==> src/rtl/cpu_seq_pkg.sv <==
// Shared types and defaults for the multi-cycle RISC control sequencer.
package cpu_seq_pkg;

  typedef enum logic [2:0] {
    S_IDLE,
    S_FETCH,
    S_DECODE,
    S_EXEC,
    S_MEM,
    S_WB,
    S_HALT
  } state_t;

  typedef enum logic [1:0] {
    DM_NONE  = 2'b00,
    DM_LOAD  = 2'b01,
    DM_STORE = 2'b10
  } dmctrl_t;

  localparam logic [31:0] DEFAULT_RESET_PC = '0;
  localparam logic [31:0] DEFAULT_PC_STEP  = 32'd1;

  // Reserved encoding 2'b11 behaves as no memory access.
  function automatic logic is_mem_op(input logic [1:0] d);
    return (d == DM_LOAD) || (d == DM_STORE);
  endfunction

endpackage

==> src/rtl/seq_pc_unit.sv <==
// Program counter with EXEC-time branch latch and WB-time next-PC selection.
module seq_pc_unit
  import cpu_seq_pkg::*;
#(
  parameter logic [31:0] RESET_PC = DEFAULT_RESET_PC,
  parameter logic [31:0] PC_STEP  = DEFAULT_PC_STEP
) (
  input  logic        clk,
  input  logic        rst_n,
  input  logic        latch,
  input  logic        taken,
  input  logic [31:0] target,
  input  logic        advance,
  output logic [31:0] pc
);

  logic        br_taken;
  logic [31:0] br_target;

  always_ff @(posedge clk) begin
    if (!rst_n) begin
      pc        <= RESET_PC;
      br_taken  <= 1'b0;
      br_target <= '0;
    end else begin
      if (latch) begin
        br_taken  <= taken;
        br_target <= target;
      end
      if (advance) begin
        pc       <= br_taken ? br_target : pc + PC_STEP;
        br_taken <= 1'b0;
      end
    end
  end

endmodule

==> src/rtl/cpu_sequencer.sv <==
// Multi-cycle control sequencer: owns the PC and issues one-hot stage enables.
module cpu_sequencer
  import cpu_seq_pkg::*;
#(
  parameter logic [31:0] RESET_PC    = DEFAULT_RESET_PC,
  parameter logic [31:0] PC_STEP     = DEFAULT_PC_STEP,
  parameter int unsigned MEM_TIMEOUT = 15
) (
  input  logic        clk,
  input  logic        rst_n,
  input  logic        run,
  input  logic [1:0]  dmctrl,
  input  logic        reg_write,
  input  logic        halt_insn,
  input  logic        branch_taken,
  input  logic [31:0] branch_target,
  input  logic        mem_ready,
  output logic [31:0] pc,
  output logic        if_en,
  output logic        id_en,
  output logic        ex_en,
  output logic        mem_en,
  output logic        wb_en,
  output logic        busy,
  output logic        halted,
  output logic        fault,
  output logic [31:0] instr_count
);

  localparam logic [7:0] TO_LAST = 8'(MEM_TIMEOUT - 1);

  state_t     state, state_d;
  logic [7:0] wait_cnt;
  logic       mem_timeout;

  assign mem_timeout = (state == S_MEM) && !mem_ready && (wait_cnt == TO_LAST);

  always_comb begin
    state_d = state;
    unique case (state)
      S_IDLE:   if (run) state_d = S_FETCH;
      S_FETCH:  state_d = S_DECODE;
      S_DECODE: state_d = halt_insn ? S_HALT : S_EXEC;
      S_EXEC:   state_d = is_mem_op(dmctrl) ? S_MEM : S_WB;
      S_MEM: begin
        if (mem_ready)        state_d = S_WB;
        else if (mem_timeout) state_d = S_HALT;
      end
      S_WB:     state_d = run ? S_FETCH : S_IDLE;
      S_HALT:   state_d = S_HALT;
      default:  state_d = S_IDLE;
    endcase
  end

  // Outputs are registered from the next state so they line up with the state they describe.
  always_ff @(posedge clk) begin
    if (!rst_n) begin
      state       <= S_IDLE;
      if_en       <= 1'b0;
      id_en       <= 1'b0;
      ex_en       <= 1'b0;
      mem_en      <= 1'b0;
      wb_en       <= 1'b0;
      busy        <= 1'b0;
      halted      <= 1'b0;
      fault       <= 1'b0;
      instr_count <= '0;
      wait_cnt    <= '0;
    end else begin
      state    <= state_d;
      if_en    <= (state_d == S_FETCH);
      id_en    <= (state_d == S_DECODE);
      ex_en    <= (state_d == S_EXEC);
      mem_en   <= (state_d == S_MEM);
      wb_en    <= (state_d == S_WB) && reg_write;
      busy     <= !((state_d == S_IDLE) || (state_d == S_HALT));
      halted   <= (state_d == S_HALT);
      wait_cnt <= (state == S_MEM) ? wait_cnt + 8'd1 : '0;
      if (mem_timeout)
        fault <= 1'b1;
      if (state == S_WB)
        instr_count <= instr_count + 32'd1;
    end
  end

  seq_pc_unit #(
    .RESET_PC (RESET_PC),
    .PC_STEP  (PC_STEP)
  ) u_pc (
    .clk     (clk),
    .rst_n   (rst_n),
    .latch   (state == S_EXEC),
    .taken   (branch_taken),
    .target  (branch_target),
    .advance (state == S_WB),
    .pc      (pc)
  );

endmodule

==> config.mk <==
export PLATFORM = sky130hd
export DESIGN_NAME = cpu_sequencer
export DESIGN_NICKNAME = d
export VERILOG_FILES = /design/src/rtl/cpu_seq_pkg.sv /design/src/rtl/seq_pc_unit.sv /design/src/rtl/cpu_sequencer.sv
export SDC_FILE = /design/constraint.sdc
export NUM_CORES = 1
export LEC_CHECK = 0
export ABC_AREA = 1
export CAP_MARGIN = 20
export CORE_MARGIN = 5
export CORE_UTILIZATION = 50
export DETAILED_ROUTE_END_ITERATION = 12
export PLACE_DENSITY = 0.73
export SLEW_MARGIN = 0
export SYNTH_ARGS = -nofsm -noshare
export SYNTH_HDL_FRONTEND = slang
export SYNTH_HIERARCHICAL = 1
export SYNTH_SLANG_ARGS = --single-unit
==> constraint.sdc <==
create_clock -name clk -period 5 [get_ports clk]
set_input_delay 1 -clock clk [delete_from_list [all_inputs] [get_ports clk]]
set_output_delay 1 -clock clk [all_outputs]
set_load 0.03 [all_outputs]
==> impl_metrics.env <==
export IMPL_status="completed"
export IMPL_critPathBufInv=1
export IMPL_overflow=0
export IMPL_start_util_pct=50.6
export IMPL_core_area_um2=12000
export IMPL_synth_cell_types=38
export IMPL_drive_above_1_share_pct=6.21
export IMPL_rsz0062_at_grt="false"
export IMPL_ys_seq_area_share_pct=38.4
export IMPL_cp_top_family="simple AND/OR/NAND/NOR gates"
export IMPL_ir_drop_mv=0.352
export IMPL_period_needed_ps=2940
export IMPL_place_gp_congestion=0.903
export IMPL_post_cts_buffers=0
export IMPL_synthTopCellsByArea="dfxtp_1 (38%), nand2_1 (16%), nor2_1 (12%), o21ai_0 (5.6%), inv_1 (5.6%)"
export IMPL_dr_pass1_iters=6
export IMPL_fillers=1099
export IMPL_tritoncts="built"
export IMPL_synth_area_um2=6050
export IMPL_grt_pass1_wl_mm=27.3
export IMPL_cp_start_kind="input port"
export IMPL_p_leak_nw=3.09
export IMPL_r2r_end="u_pc/pc[6]"
export IMPL_slew_headroom_pct=30.2
export IMPL_viasPerCell=5.10
export IMPL_cp_data_arrival_time_ps=3280
export IMPL_ant_nets=0
export IMPL_worstSetupPathType="input port to flop"
export IMPL_syn_to_final_growth_pct=29.4
export IMPL_htreeDepth=4
export IMPL_end_kind="flop"
export IMPL_reg2reg_slack_ps=2320
export IMPL_via_count=6181
export IMPL_max_cap_viol_count=0
export IMPL_ys_warn_count=6
export IMPL_worstMarginPinSlew_ps=1040
export IMPL_p_sw_mw=0.550
export IMPL_finalHoldViolCount=0
export IMPL_cts_resized=0
export IMPL_synth_seq_cells=116
export IMPL_critPathMaxStageDelay_ps=860
export IMPL_numCtsBuffers=17
export IMPL_drt_iter0_markers=674
export IMPL_pwr_share_comb_pct=6.7
export IMPL_slew_violations=0
export IMPL_hold_buffers=0
export IMPL_setup_tns_ps=0
export IMPL_ioPinCount=113
export IMPL_rows=40
export IMPL_grt_max_degree=33
export IMPL_finClkSkew_ps=5.79
export IMPL_io_buffer_count=112
export IMPL_p_per_area_nw_per_um2=288
export IMPL_clk_path_buf_depth=2
export IMPL_pwr_share_seq_pct=42.7
export IMPL_nets=1095
export IMPL_internal_power_mw=1.70
export IMPL_rr_worst_depth=7
export IMPL_switching_share_pct=24.4
export IMPL_path_clk_slew_ps=50
export IMPL_synth_area_per_cell_um2=6.44
export IMPL_path_max_fanout=29
export IMPL_ys_flop_type="dfxtp_1"
export IMPL_async_flop_share_pct=0
export IMPL_grt_pass1_vias=5743
export IMPL_r2r_start="state[1]"
export IMPL_routed_wl_mm=16.4
export IMPL_drc_errors=0
export IMPL_synth_edf_count=0
export IMPL_synth_top_area_share_pct=38.4
export IMPL_die_w_um=120
export IMPL_wire_per_inst_um=13.6
export IMPL_cts_root_buf="clkbuf_16"
export IMPL_syn_nets=985
export IMPL_required_ps=5340
export IMPL_die_height_um=120
export IMPL_grt_antenna_before_repair=0
export IMPL_whs_endpoint="u_pc/br_target[30]"
export IMPL_hold_class="flop to flop"
export IMPL_yosys_area_top_type="dfxtp_1"
export IMPL_worst_path_max_delay_cell="clkdlybuf4s50_1"
export IMPL_p_clk_share_pct=50.5
export IMPL_crit_top_cell="o21ai_0"
export IMPL_holdWs_ps=459
export IMPL_whs_path_depth=2
export IMPL_min_from="u_pc/br_target[30]"
export IMPL_fmax_mhz=340
export IMPL_synth_cells=940
export IMPL_hpwl_mm=11.8
export IMPL_fp_dieArea_um2=14400
export IMPL_cts_sinks=116
export IMPL_finalSetupViolCount=0
export IMPL_track_usage_pct=23.3
export IMPL_clk_latency_ps=420
export IMPL_post_route_period_util_pct=58.8
export IMPL_path_cells="clkdlybuf4s50_1 -> nand2_1 -> nor2_1 -> o21ai_0 -> o21ai_0"
-- placed cells by master (no fill, tap or decap), types with 2 or more instances in the layout --
cell type / n
inv_1: 90
nand3_2: 2
nor2_4: 11
buf_4: 5
o22ai_1: 2
clkbuf_16: 17
clkinvlp_4: 5
xor2_1: 10
nand3_1: 57
o21ai_0: 68
nor2_8: 2
clkdlybuf4s50_1: 112
nor3_1: 11
nor2_2: 5
clkinv_2: 3
clkbuf_1: 2
a21oi_1: 48
nand4_4: 2
nand2_1: 264
xnor2_1: 4
inv_2: 3
nand2_2: 3
nor3b_1: 4
clkinv_4: 3
ha_1: 4
clkinv_1: 2
dfxtp_1: 116
nand3b_1: 3
o21a_1: 2
nand4_1: 2
nor2_1: 187
o211ai_1: 3
-- tightest hold or removal path: stages (launching register included) --
cell,delay (ps)
dfxtp_1,290
inv_1,60
a21oi_1,60
-- state kept, by name, indices dropped and copies added, names as in the netlist --
| name | cells |
|---|---|
| mem_en | 1 |
| id_en | 1 |
| halted | 1 |
| wait_cnt | 8 |
| if_en | 1 |
| ex_en | 1 |
| u_pc/br_target | 32 |
| u_pc/br_taken | 1 |
| u_pc/pc | 32 |
| state | 3 |
| instr_count | 32 |
| busy | 1 |
| fault | 1 |
| wb_en | 1 |
-- how the worst max path moves through the flow --
| stage | from | to | slack, ps | cells after the start |
|---|---|---|---|---|
| CTS | rst_n | u_pc/pc[6] | 2110 | 5 |
| global placement | rst_n | u_pc/pc[0] | 1800 | 3 |
| detailed placement | rst_n | u_pc/pc[6] | 1750 | 5 |
| floorplan | halt_insn | busy | 3230 | 7 |
| global route | rst_n | u_pc/pc[6] | 1930 | 5 |
| finish | rst_n | u_pc/pc[6] | 2060 | 5 |
-- layer usage --
metal | vias up | global-route usage (%) | part of all wire, %
li1 | 3193 | - | -
met1 | 2768 | 29.9 | 45
met2 | 197 | 37.4 | 46
met3 | 23 | 7.26 | 7.8
met4 | 0 | 7.09 | 1.2
met5 | - | 0 | 0
-- cell type report --
type / count / area (um^2) / area share [%]
sequential: 116 / 2320 / 29.6
clock buffer: 20 / 447 / 5.70
tap: 147 / 184 / 2.35
timing repair buffer: 117 / 1160 / 14.8
clock inverter: 12 / 109 / 1.39
inverter: 95 / 357 / 4.55
antenna: 1 / 2.50 / 0.0319
multi-input combinational: 703 / 3260 / 41.6
-- cell usage after synthesis (2+ instances only) --
cell type,number
nor2_8,2
o22ai_1,2
nand4_1,2
nand3_2,2
clkbuf_1,12
nor3_1,11
nand2_1,264
dfxtp_1,116
nand3b_1,3
xnor2_1,4
nand2_2,3
nand4_4,2
nor2_1,187
buf_4,2
o21a_1,2
inv_2,3
xor2_1,10
nor3b_1,4
a21oi_1,48
ha_1,4
inv_1,90
clkinv_1,2
o21ai_0,68
buf_2,11
o211ai_1,3
nor2_4,11
nand3_1,57
nor2_2,5
-- cells by family (layout without fill, tap and decap cells) --
logic type,count (synthesis),count (layout),share of synthesized area (%)
buffers and inverters,121,244,7.85
xor gates and xnor gates,14,14,2.03
adders and majority gates,4,4,0.827
other,0,1,0
and+or+nand+nor,558,558,40.0
AOI/OAI and AO/OA,127,127,10.9
DFF,116,116,38.4
-- power groups by stage --
stage / logic (mW) / registers, mW / clock network (mW)
6_report: 0.152 / 0.963 / 1.14
5_1_grt: 0.168 / 0.965 / 1.20
4_1_cts: 0.153 / 0.963 / 1.15
3_5_place_dp: 0.151 / 0.982 / 0
3_3_place_gp: 0.151 / 0.982 / 0
2_1_floorplan: 0.0767 / 0.988 / 0
-- stage by stage --
stage	utilization (%)	power [mW]	cell area, um^2	instances	setup slack [ps]
after floorplan	-	1.07	6050	940	3230
after global routing	65.5	2.33	7830	1210	1930
after global placement	60.8	1.13	7280	1178	1800
final	65.5	2.25	7840	1211	2060
after detailed placement	60.8	1.13	7280	1178	1750
after CTS	65.5	2.26	7830	1210	2110
No activity file was read; power rests on OpenSTA's default activity.
